**src/rtl/cache_req_queue_if.sv**
```systemverilog
// Bundle of the CPU request, cache issue and response/statistics signals
// around cache_req_queue. The queue uses the slave view; the requester /
// cache side (or a bench) uses the master view.
interface cache_req_queue_if #(
    parameter int CNT_W = 16
);
    // CPU request channel
    logic             cpu_valid;
    logic             cpu_ready;
    logic             cpu_rw;
    logic [31:0]      cpu_addr;
    logic [31:0]      cpu_wdata;
    // Cache issue port
    logic             valid_req;
    logic             rw;
    logic [31:0]      addr;
    logic [31:0]      dataIn;
    logic             cache_ready;
    logic             hit;
    logic             miss;
    logic [31:0]      dataOut;
    // In-order response and statistics
    logic             rsp_valid;
    logic             rsp_rw;
    logic [31:0]      rsp_data;
    logic             rsp_hit;
    logic             rsp_err;
    logic [CNT_W-1:0] hit_count;
    logic [CNT_W-1:0] miss_count;

    modport slave (
        input  cpu_valid, cpu_rw, cpu_addr, cpu_wdata,
        input  cache_ready, hit, miss, dataOut,
        output cpu_ready, valid_req, rw, addr, dataIn,
        output rsp_valid, rsp_rw, rsp_data, rsp_hit, rsp_err,
        output hit_count, miss_count
    );

    modport master (
        output cpu_valid, cpu_rw, cpu_addr, cpu_wdata,
        output cache_ready, hit, miss, dataOut,
        input  cpu_ready, valid_req, rw, addr, dataIn,
        input  rsp_valid, rsp_rw, rsp_data, rsp_hit, rsp_err,
        input  hit_count, miss_count
    );
endinterface

```
**src/rtl/cache_req_queue.sv**
```systemverilog
// Request queue and sequencer in front of the direct-mapped cache.
// Buffers up to DEPTH CPU requests, issues them one at a time to the cache,
// tracks hit/miss per request, returns in-order response pulses and keeps
// saturating hit/miss statistics.
//
// Handshake: a CPU request transfers on a rising edge where cpu_valid and
// cpu_ready are both 1; cpu_ready depends only on queue fullness (and reset),
// never on cpu_valid. Toward the cache, valid_req is a one-cycle strobe; the
// cache acknowledges by dropping cache_ready and completes by raising it.
// Responses have no backpressure: rsp_valid is a one-cycle pulse.
module cache_req_queue #(
    parameter int DEPTH       = 4,
    parameter int ACK_TIMEOUT = 16,
    parameter int CNT_W       = 16
) (
    input  logic              clk,
    input  logic              reset,
    cache_req_queue_if.slave  bus
);
    localparam int PW = $clog2(DEPTH);
    localparam int TW = $clog2(ACK_TIMEOUT + 1);

    typedef enum logic [2:0] {
        S_IDLE,
        S_ISSUE,
        S_WAIT_ACK,
        S_WAIT_DONE,
        S_RESP
    } state_t;

    state_t            state;
    state_t            state_nxt;

    logic              fifo_rw    [DEPTH];
    logic [31:0]       fifo_addr  [DEPTH];
    logic [31:0]       fifo_wdata [DEPTH];
    logic [PW-1:0]     wr_ptr;
    logic [PW-1:0]     rd_ptr;
    logic [PW:0]       count;
    logic              full;
    logic              empty;
    logic              push;
    logic              pop;

    logic [TW-1:0]     ack_timer;
    logic              timeout;
    logic              hit_seen;
    logic              miss_seen;

    logic              rsp_rw_q;
    logic [31:0]       rsp_data_q;
    logic              rsp_hit_q;
    logic              rsp_err_q;
    logic [CNT_W-1:0]  hit_cnt;
    logic [CNT_W-1:0]  miss_cnt;

    logic              head_rw;
    logic              done_now;
    logic              abandon_now;

    // DEPTH is a power of two, so the top count bit alone marks "full".
    assign full  = count[PW];
    assign empty = (count == '0);

    // A pop in the same cycle never frees space for a push into a full queue.
    assign bus.cpu_ready = reset && !full;
    assign push          = bus.cpu_valid && bus.cpu_ready;
    assign pop           = (state == S_RESP);

    // The cache port always shows the queue head; it is stable while in flight.
    assign head_rw    = fifo_rw[rd_ptr];
    assign bus.rw     = head_rw;
    assign bus.addr   = fifo_addr[rd_ptr];
    assign bus.dataIn = fifo_wdata[rd_ptr];

    assign bus.valid_req = (state == S_ISSUE);
    assign bus.rsp_valid = (state == S_RESP);

    assign timeout     = (ack_timer == TW'(ACK_TIMEOUT));
    assign done_now    = (state == S_WAIT_DONE) && bus.cache_ready;
    assign abandon_now = (state == S_WAIT_ACK) && bus.cache_ready && timeout;

    assign bus.rsp_rw     = rsp_rw_q;
    assign bus.rsp_data   = rsp_data_q;
    assign bus.rsp_hit    = rsp_hit_q;
    assign bus.rsp_err    = rsp_err_q;
    assign bus.hit_count  = hit_cnt;
    assign bus.miss_count = miss_cnt;

    // Request storage; entries are written on push and never cleared.
    always_ff @(posedge clk) begin
        if (push) begin
            fifo_rw[wr_ptr]    <= bus.cpu_rw;
            fifo_addr[wr_ptr]  <= bus.cpu_addr;
            fifo_wdata[wr_ptr] <= bus.cpu_wdata;
        end
    end

    // Queue pointers and occupancy; pointers wrap naturally at DEPTH.
    always_ff @(posedge clk) begin
        if (!reset) begin
            wr_ptr <= '0;
            rd_ptr <= '0;
            count  <= '0;
        end else begin
            if (push) wr_ptr <= wr_ptr + 1'b1;
            if (pop)  rd_ptr <= rd_ptr + 1'b1;
            case ({push, pop})
                2'b10:   count <= count + 1'b1;
                2'b01:   count <= count - 1'b1;
                default: count <= count;
            endcase
        end
    end

    // Sequencer state register.
    always_ff @(posedge clk) begin
        if (!reset) state <= S_IDLE;
        else        state <= state_nxt;
    end

    // Sequencer next-state: issue, wait for the cache to take it, wait for done.
    always_comb begin
        state_nxt = state;
        case (state)
            S_IDLE:      if (!empty && bus.cache_ready) state_nxt = S_ISSUE;
            S_ISSUE:     state_nxt = S_WAIT_ACK;
            S_WAIT_ACK: begin
                if (!bus.cache_ready) state_nxt = S_WAIT_DONE;
                else if (timeout)     state_nxt = S_RESP;
            end
            S_WAIT_DONE: if (bus.cache_ready) state_nxt = S_RESP;
            S_RESP:      state_nxt = S_IDLE;
            default:     state_nxt = S_IDLE;
        endcase
    end

    // Cycles spent in WAIT_ACK; restarts from zero on every entry.
    always_ff @(posedge clk) begin
        if (!reset || state != S_WAIT_ACK) ack_timer <= '0;
        else                               ack_timer <= ack_timer + 1'b1;
    end

    // Sticky hit/miss flags, restarted in ISSUE and sampled up to WAIT_DONE exit.
    always_ff @(posedge clk) begin
        if (!reset) begin
            hit_seen  <= 1'b0;
            miss_seen <= 1'b0;
        end else begin
            case (state)
                S_ISSUE: begin
                    hit_seen  <= bus.hit;
                    miss_seen <= bus.miss;
                end
                S_WAIT_ACK, S_WAIT_DONE: begin
                    hit_seen  <= hit_seen  | bus.hit;
                    miss_seen <= miss_seen | bus.miss;
                end
                default: begin
                    hit_seen  <= hit_seen;
                    miss_seen <= miss_seen;
                end
            endcase
        end
    end

    // Response fields load on entry to RESP and hold until the next one.
    // A miss followed by an allocate-hit still reports as a miss.
    always_ff @(posedge clk) begin
        if (!reset) begin
            rsp_rw_q   <= 1'b0;
            rsp_data_q <= '0;
            rsp_hit_q  <= 1'b0;
            rsp_err_q  <= 1'b0;
        end else if (done_now) begin
            rsp_rw_q   <= head_rw;
            rsp_data_q <= head_rw ? bus.dataOut : 32'h0;
            rsp_hit_q  <= (hit_seen | bus.hit) && !(miss_seen | bus.miss);
            rsp_err_q  <= 1'b0;
        end else if (abandon_now) begin
            rsp_rw_q   <= head_rw;
            rsp_data_q <= '0;
            rsp_hit_q  <= 1'b0;
            rsp_err_q  <= 1'b1;
        end
    end

    // Saturating statistics; abandoned requests count in neither.
    always_ff @(posedge clk) begin
        if (!reset) begin
            hit_cnt  <= '0;
            miss_cnt <= '0;
        end else if (state == S_RESP && !rsp_err_q) begin
            if (rsp_hit_q && hit_cnt != '1)  hit_cnt  <= hit_cnt + 1'b1;
            if (miss_seen && miss_cnt != '1) miss_cnt <= miss_cnt + 1'b1;
        end
    end
endmodule

```
**src/flat_wrapper.sv**
```systemverilog
// flat-port wrapper written by rule: the top's interface ports become plain ports
module cache_req_queue_flat 
#(
    parameter int DEPTH       = 4,
    parameter int ACK_TIMEOUT = 16,
    parameter int CNT_W       = 16
)
  (clk, reset, bus_cpu_valid, bus_cpu_rw, bus_cpu_addr, bus_cpu_wdata, bus_cache_ready, bus_hit, bus_miss, bus_dataOut, bus_cpu_ready, bus_valid_req, bus_rw, bus_addr, bus_dataIn, bus_rsp_valid, bus_rsp_rw, bus_rsp_data, bus_rsp_hit, bus_rsp_err, bus_hit_count, bus_miss_count);
  cache_req_queue_if #(.CNT_W(CNT_W)) bus_i ();
  input  logic clk;
  input  logic reset;
  input wire logic [$bits(bus_i.cpu_valid)-1:0] bus_cpu_valid;
  input wire logic [$bits(bus_i.cpu_rw)-1:0] bus_cpu_rw;
  input wire logic [$bits(bus_i.cpu_addr)-1:0] bus_cpu_addr;
  input wire logic [$bits(bus_i.cpu_wdata)-1:0] bus_cpu_wdata;
  input wire logic [$bits(bus_i.cache_ready)-1:0] bus_cache_ready;
  input wire logic [$bits(bus_i.hit)-1:0] bus_hit;
  input wire logic [$bits(bus_i.miss)-1:0] bus_miss;
  input wire logic [$bits(bus_i.dataOut)-1:0] bus_dataOut;
  output wire logic [$bits(bus_i.cpu_ready)-1:0] bus_cpu_ready;
  output wire logic [$bits(bus_i.valid_req)-1:0] bus_valid_req;
  output wire logic [$bits(bus_i.rw)-1:0] bus_rw;
  output wire logic [$bits(bus_i.addr)-1:0] bus_addr;
  output wire logic [$bits(bus_i.dataIn)-1:0] bus_dataIn;
  output wire logic [$bits(bus_i.rsp_valid)-1:0] bus_rsp_valid;
  output wire logic [$bits(bus_i.rsp_rw)-1:0] bus_rsp_rw;
  output wire logic [$bits(bus_i.rsp_data)-1:0] bus_rsp_data;
  output wire logic [$bits(bus_i.rsp_hit)-1:0] bus_rsp_hit;
  output wire logic [$bits(bus_i.rsp_err)-1:0] bus_rsp_err;
  output wire logic [$bits(bus_i.hit_count)-1:0] bus_hit_count;
  output wire logic [$bits(bus_i.miss_count)-1:0] bus_miss_count;
  assign bus_i.cpu_valid = bus_cpu_valid;
  assign bus_i.cpu_rw = bus_cpu_rw;
  assign bus_i.cpu_addr = bus_cpu_addr;
  assign bus_i.cpu_wdata = bus_cpu_wdata;
  assign bus_i.cache_ready = bus_cache_ready;
  assign bus_i.hit = bus_hit;
  assign bus_i.miss = bus_miss;
  assign bus_i.dataOut = bus_dataOut;
  assign bus_cpu_ready = bus_i.cpu_ready;
  assign bus_valid_req = bus_i.valid_req;
  assign bus_rw = bus_i.rw;
  assign bus_addr = bus_i.addr;
  assign bus_dataIn = bus_i.dataIn;
  assign bus_rsp_valid = bus_i.rsp_valid;
  assign bus_rsp_rw = bus_i.rsp_rw;
  assign bus_rsp_data = bus_i.rsp_data;
  assign bus_rsp_hit = bus_i.rsp_hit;
  assign bus_rsp_err = bus_i.rsp_err;
  assign bus_hit_count = bus_i.hit_count;
  assign bus_miss_count = bus_i.miss_count;
  cache_req_queue #(.DEPTH(DEPTH), .ACK_TIMEOUT(ACK_TIMEOUT), .CNT_W(CNT_W)) u_core (.clk(clk), .reset(reset), .bus(bus_i));
endmodule
```
**config.mk**
```make
export PLATFORM = sky130hd
export DESIGN_NAME = cache_req_queue_flat
export DESIGN_NICKNAME = d
export VERILOG_FILES = /design/src/rtl/cache_req_queue_if.sv /design/src/rtl/cache_req_queue.sv /design/src/flat_wrapper.sv
export SDC_FILE = /design/constraint.sdc
export NUM_CORES = 1
export LEC_CHECK = 0
export CORE_MARGIN = 5
export CORE_UTILIZATION = 54
export CTS_BUF_LIST = sky130_fd_sc_hd__clkbuf_8
export DETAILED_ROUTE_END_ITERATION = 10
export PLACE_DENSITY_LB_ADDON = 0.1
export SLEW_MARGIN = 40
export SYNTH_ARGS = -nofsm -noshare
export SYNTH_HDL_FRONTEND = slang
export SYNTH_SLANG_ARGS = --single-unit
```
**constraint.sdc**
```tcl
create_clock -name clk -period 3.45 [get_ports clk]
set_input_delay 0.69 -clock clk [delete_from_list [all_inputs] [get_ports clk]]
set_output_delay 0.69 -clock clk [all_outputs]
set_load 0.02 [all_outputs]
```
Yosys cells after proc, flatten, opt, wreduce, memory -nomap -nowiden
Memories as Yosys holds them, arrays and structs flattened. A register that Yosys moved wholly into a read port is not among the register bits.
Cells that the tools add are included.
- bits in registers: 84
- memories: 3
- RAM bits: 260
- word-level logic and storage cells: 88
- input port bits: 103
- output and inout port bits: 135
- memory list (memory ; words ; bits a word ; rd ports ; clocked after Yosys merged registers in ; write ports ; RTL line ; source):
    u_core.fifo_addr ; 4 ; 32 ; 1 ; 1 ; 1 ; cache_req_queue.sv:35 ; logic [31:0] fifo_addr [DEPTH];
    u_core.fifo_wdata ; 4 ; 32 ; 1 ; 1 ; 1 ; cache_req_queue.sv:36 ; logic [31:0] fifo_wdata [DEPTH];
    u_core.fifo_rw ; 4 ; 1 ; 1 ; 1 ; 1 ; cache_req_queue.sv:34 ; logic fifo_rw [DEPTH];
- equality and inequality tests: 13
- bitwise logic cells: 3
- muxes and demuxes: 23
- add/subtract/negate cells: 7
- reduce and logical (&&, ||, !) cells: 26
- operator list (operator ; count):
    $mux W32 ; 3
    $add A16 B1 Y16 const B ; 2
    $ne A16 B16 Y1 const B ; 2
    $mux W2 ; 6
    $mux W3 ; 4
    $pmux W3 S4 ; 1
    $logic_and A1 B1 Y1 ; 10
    $eq A3 B2 Y1 const B ; 2
    $logic_not A3 Y1 ; 2
    $mux W1 ; 6
    $ne A3 B2 Y1 const B ; 2
    $pmux W3 S2 ; 1
    $reduce_bool A2 Y1 ; 3
    $add A5 B1 Y5 const B ; 1
    $eq A5 B5 Y1 const B ; 1
    $logic_not A1 Y1 ; 5
    $add A2 B1 Y2 const B ; 2
    $pmux W1 S2 ; 2
    $reduce_and A2 Y1 ; 2
    $reduce_or A2 Y1 ; 2
    $add A3 B1 Y3 const B ; 1
    $eq A3 B1 Y1 const B ; 1
    $eq A3 B3 Y1 const B ; 1
    $reduce_and A3 Y1 ; 1
    other kinds (8) ; 9

Depth between registers and ports, before layout
- depth in word-level cells: 5
- gate-level depth with buffers: 10
- depth with buffers taken out: 10

Worst setup path after synthesis
Ideal clock, no wire load.
- path type: input port to flip-flop
- from: input reset
- to: memory u_core.fifo_addr[1][0] (enable)
- arrival: 2.809 ns
- path slack: 0.210 ns
- cell stages on the path: 3
- cells stage by stage: inv_1 > nor2_1 > and3_1
- longest elaborated chain between the ends: 4
- ends and longest elaborated chain (element ; RTL line ; source):
    start, declared ; flat_wrapper.sv:11 ; input logic reset;
    $logic_and A1 B1 Y1 ; cache_req_queue.sv:66 ; assign bus.cpu_ready = reset && !full;
    via bus_cpu_ready ; flat_wrapper.sv:20 ; output wire logic [$bits(bus_i.cpu_ready)-1:0] bus_cpu_ready;
    $logic_and A1 B1 Y1 ; cache_req_queue.sv:67 ; assign push = bus.cpu_valid && bus.cpu_ready;
    $mux W1 ; cache_req_queue.sv:92 ; if (push) begin
    $mux W1 (not written as such) ; cache_req_queue.sv:94 ; fifo_addr[wr_ptr] <= bus.cpu_addr;
    end, declared ; cache_req_queue.sv:35 ;
The timed path passes the listed nets, and every way through them passes these cells.

==> results.sh <==
export IMPL_run_status="finished, final reports clean"
export IMPL_cp_max_fo=12
export IMPL_postSynthCellCount=752
export IMPL_hold_buffers=0
export IMPL_relSlewSlack_pct=46.4
export IMPL_rows=56
export IMPL_dieArea_um2=27200
export IMPL_die_x_um=165
export IMPL_start_util_pct=55.1
export IMPL_first_global_vias=7870
export IMPL_synthArstFlopShare_pct=0
export IMPL_critPathCaptureType="output pin"
export IMPL_synth_edff_count=260
export IMPL_stdcell_area_um2=16800
export IMPL_vias=7373
export IMPL_avgSynthCellArea_um2=17.3
export IMPL_synthMuxAreaShare_pct=11.4
export IMPL_path_clk_slew_ns=0.06
export IMPL_insertion_delay_ns=0.57
export IMPL_io_buffers=237
export IMPL_ctsHtreeMaxLevel=2
export IMPL_setup_viol_count_final=0
export IMPL_clock_skew_ns=0.0208
export IMPL_yosys_area_share_adder_pct=1.02
export IMPL_p_leak_nw=5.44
export IMPL_critPathKind="reg2out"
export IMPL_cpMaxStageDelayCell="mux4_2"
export IMPL_ys_ff_latch=346
export IMPL_drc=0
export IMPL_dpl_cell_area_um2=15800
export IMPL_wl_per_cell_um=19.0
export IMPL_final_hold_violation_count=0
export IMPL_powerDensity_nw_per_um2=479
export IMPL_final_core_util_pct=71.4
export IMPL_synth_nets=865
export IMPL_gp_congestion=0.805
export IMPL_maxSlewViolCount=0
export IMPL_grt_total_usage_pct=19.5
export IMPL_cts_tree="built"
export IMPL_synthTopCellsByArea="edfxtp_1, dfxtp_1, mux4_2, nor2_1, xnor2_1"
export IMPL_diodes=0
export IMPL_finalSetupTns_ns=0
export IMPL_synth_cell_types=42
export IMPL_crit_path_cell_trace="buf_4 > mux4_2 > clkdlybuf4s50_1"
export IMPL_coreArea_um2=23500
export IMPL_maxCapViolations=0
export IMPL_n_fill_cell=1565
export IMPL_whs_ns=0.472
export IMPL_syn_area_um2=13000
export IMPL_synth_top_family_by_area="multiplexers"
export IMPL_cts_sinks=346
export IMPL_fin_nets=1141
export IMPL_arrival_ns=2.54
export IMPL_synthSimpleGateAreaFrac_pct=7.40
export IMPL_fp_dieH_um=165
export IMPL_hp_class="reg2reg"
export IMPL_wirelength_um=26400
export IMPL_cts_setup_buffers=0
export IMPL_ys_flop_type="edfxtp_1"
export IMPL_synth_top_area_share_pct=60.2
export IMPL_grt_pass1_wl_um=41600
export IMPL_vdd_ir_drop_max_uv=313
export IMPL_viasPerCell=5.32
export IMPL_ys_seq_area_share_pct=73.4
export IMPL_dr_first_iter_drc_count=395
export IMPL_ctsRootBufferMaster="clkbuf_8"
export IMPL_grt_start_max_net_pins=77
export IMPL_synth_xor_area_share_pct=2.23
export IMPL_area_delta_synth_final_pct=29.5
export IMPL_cts_max_path_buffers=3
export IMPL_synth_top_area_cell="edfxtp_1"
export IMPL_antenna_found_initial=0
export IMPL_multiInputGateArea_um2=3280
export IMPL_ff_latch_area_um2=9540
export IMPL_grt_setup_unrepaired="false"
export IMPL_overflow=0
export IMPL_post_route_period_util_pct=93.7
export IMPL_synth_compound_area_share_pct=2.97
export IMPL_cp_data_required_time_ns=2.76
export IMPL_period_minus_slack_ns=3.23
export IMPL_cts_buffers=55
export IMPL_critical_path_max_stage_delay_ns=0.60
export IMPL_first_pass_iters=6
export IMPL_fmax_mhz=309
export IMPL_drive_gt1_share_pct=15.1
export IMPL_cts_resized_gates=0
export IMPL_pin_count=238
export IMPL_start_kind="register"
export IMPL_place_hpwl_um=16800
export IMPL_yosysWarnings=0
export IMPL_worst_slew_pin_slew_ns=0.804
export IMPL_ant_nets=0
[metal layers]
metal,track usage (%),up-vias,wire (um)
met1,25.1,3595,10800
met3,5.94,48,2000
li1,-,3490,-
met5,0,-,0
met4,5.03,0,516
met2,32.6,240,13100
[final timing paths]
kind,start,end,slack [ns],depth (start not counted)
hold / removal,u_core.ack_timer[0],u_core.ack_timer[0],0.47,1
setup / recovery,register,bus_rw,0.22,3
hold reg to reg,u_core.ack_timer[0],u_core.ack_timer[0],0.47,1
setup reg to reg,u_core.state[0],u_core.count[2],0.94,7
[power breakdown]
group | internal (mW) | switching [mW]
sequential | 4.57 | 0.0268
clock | 1.54 | 1.47
combinational | 0.232 | 0.210
[cells in the mapped netlist, types with 2 or more instances]
| cell type | n |
|---|---|
| dfxtp_1 | 86 |
| and4_1 | 2 |
| a21oi_1 | 15 |
| xor2_1 | 5 |
| nor3b_1 | 3 |
| o21ai_0 | 8 |
| buf_1 | 2 |
| mux2i_1 | 2 |
| nand4_1 | 9 |
| or3_1 | 5 |
| mux4_2 | 65 |
| nor2_1 | 89 |
| nor4_1 | 10 |
| a22oi_1 | 32 |
| nor3_1 | 16 |
| inv_1 | 16 |
| clkbuf_1 | 23 |
| ha_1 | 9 |
| nand3_1 | 12 |
| nand2b_1 | 2 |
| nand2_1 | 21 |
| edfxtp_1 | 260 |
| and3_1 | 7 |
| nand4_4 | 2 |
| nor4_2 | 2 |
| xnor2_1 | 28 |
| buf_2 | 6 |
[flip-flops by register name, summed over array words and instances (netlist names), named ones only]
name,cells
u_core.fifo_addr,128
u_core.fifo_wdata,128
u_core.bus.rsp_data,32
u_core.bus.hit_count,16
u_core.bus.miss_count,16
u_core.ack_timer,5
u_core.fifo_rw,4
u_core.count,3
u_core.state,3
u_core.rd_ptr,2
u_core.wr_ptr,2
u_core.bus.rsp_err,1
u_core.bus.rsp_hit,1
u_core.bus.rsp_rw,1
u_core.hit_seen,1
u_core.miss_seen,1
[logic make-up (layout without fill, tap and decap cells)]
logic type / Yosys count / in the layout
DFF: 346 / 346
and+or+nand+nor: 189 / 189
muxes: 67 / 67
AOI/OAI and AO/OA: 59 / 59
buffers and inverters: 48 / 364
xor gates and xnor gates: 33 / 33
adders and majority gates: 10 / 10
[worst max-delay path: cells and delay by family, from the launching register on]
kind	cells	cell delay [ns]
mux	1	0.60
buf+inv	2	0.89
flops	1	0.49
[cells in the final DEF, fill, tap and decap left out, types with 5 or more instances in the layout]
| master | synthesis | routed |
|---|---|---|
| edfxtp_1 | 260 | 260 |
| clkdlybuf4s50_1 | 0 | 237 |
| nor2_1 | 89 | 89 |
| dfxtp_1 | 86 | 84 |
| mux4_2 | 65 | 65 |
| clkbuf_8 | 0 | 58 |
| inv_1 | 16 | 39 |
| a22oi_1 | 32 | 32 |
| xnor2_1 | 28 | 28 |
| nand2_1 | 21 | 21 |
| nor3_1 | 16 | 16 |
| a21oi_1 | 15 | 15 |
| nand3_1 | 12 | 12 |
| nor4_1 | 10 | 10 |
| nand4_1 | 9 | 9 |
| ha_1 | 9 | 9 |
| clkinv_1 | 0 | 9 |
| o21ai_0 | 8 | 8 |
| buf_12 | 0 | 8 |
| buf_4 | 0 | 6 |
| xor2_1 | 5 | 5 |
| or3_1 | 5 | 5 |
[layout make-up]
type                            instances  share of cell area, %
Clock inverter                         39                  0.953
Tap cell                              319                   2.37
Inverter                               16                  0.357
Sequential cell                       346                   56.7
Multi-Input combinational cell        358                   19.5
Timing Repair Buffer                  251                   15.3
Clock buffer                           58                   4.75
[through the flow]
stage | cells | power (mW) | setup WS, ns
floorplan | 752 | 4.85 | 0.210
global placement | 1290 | 5.12 | 0.516
detailed placement | 1290 | 5.13 | 0.432
CTS | 1387 | 8.16 | 0.121
global route | 1387 | 8.39 | 0.0518
finish | 1387 | 8.05 | 0.218
Note: power is estimated with default switching activity, not from simulation.
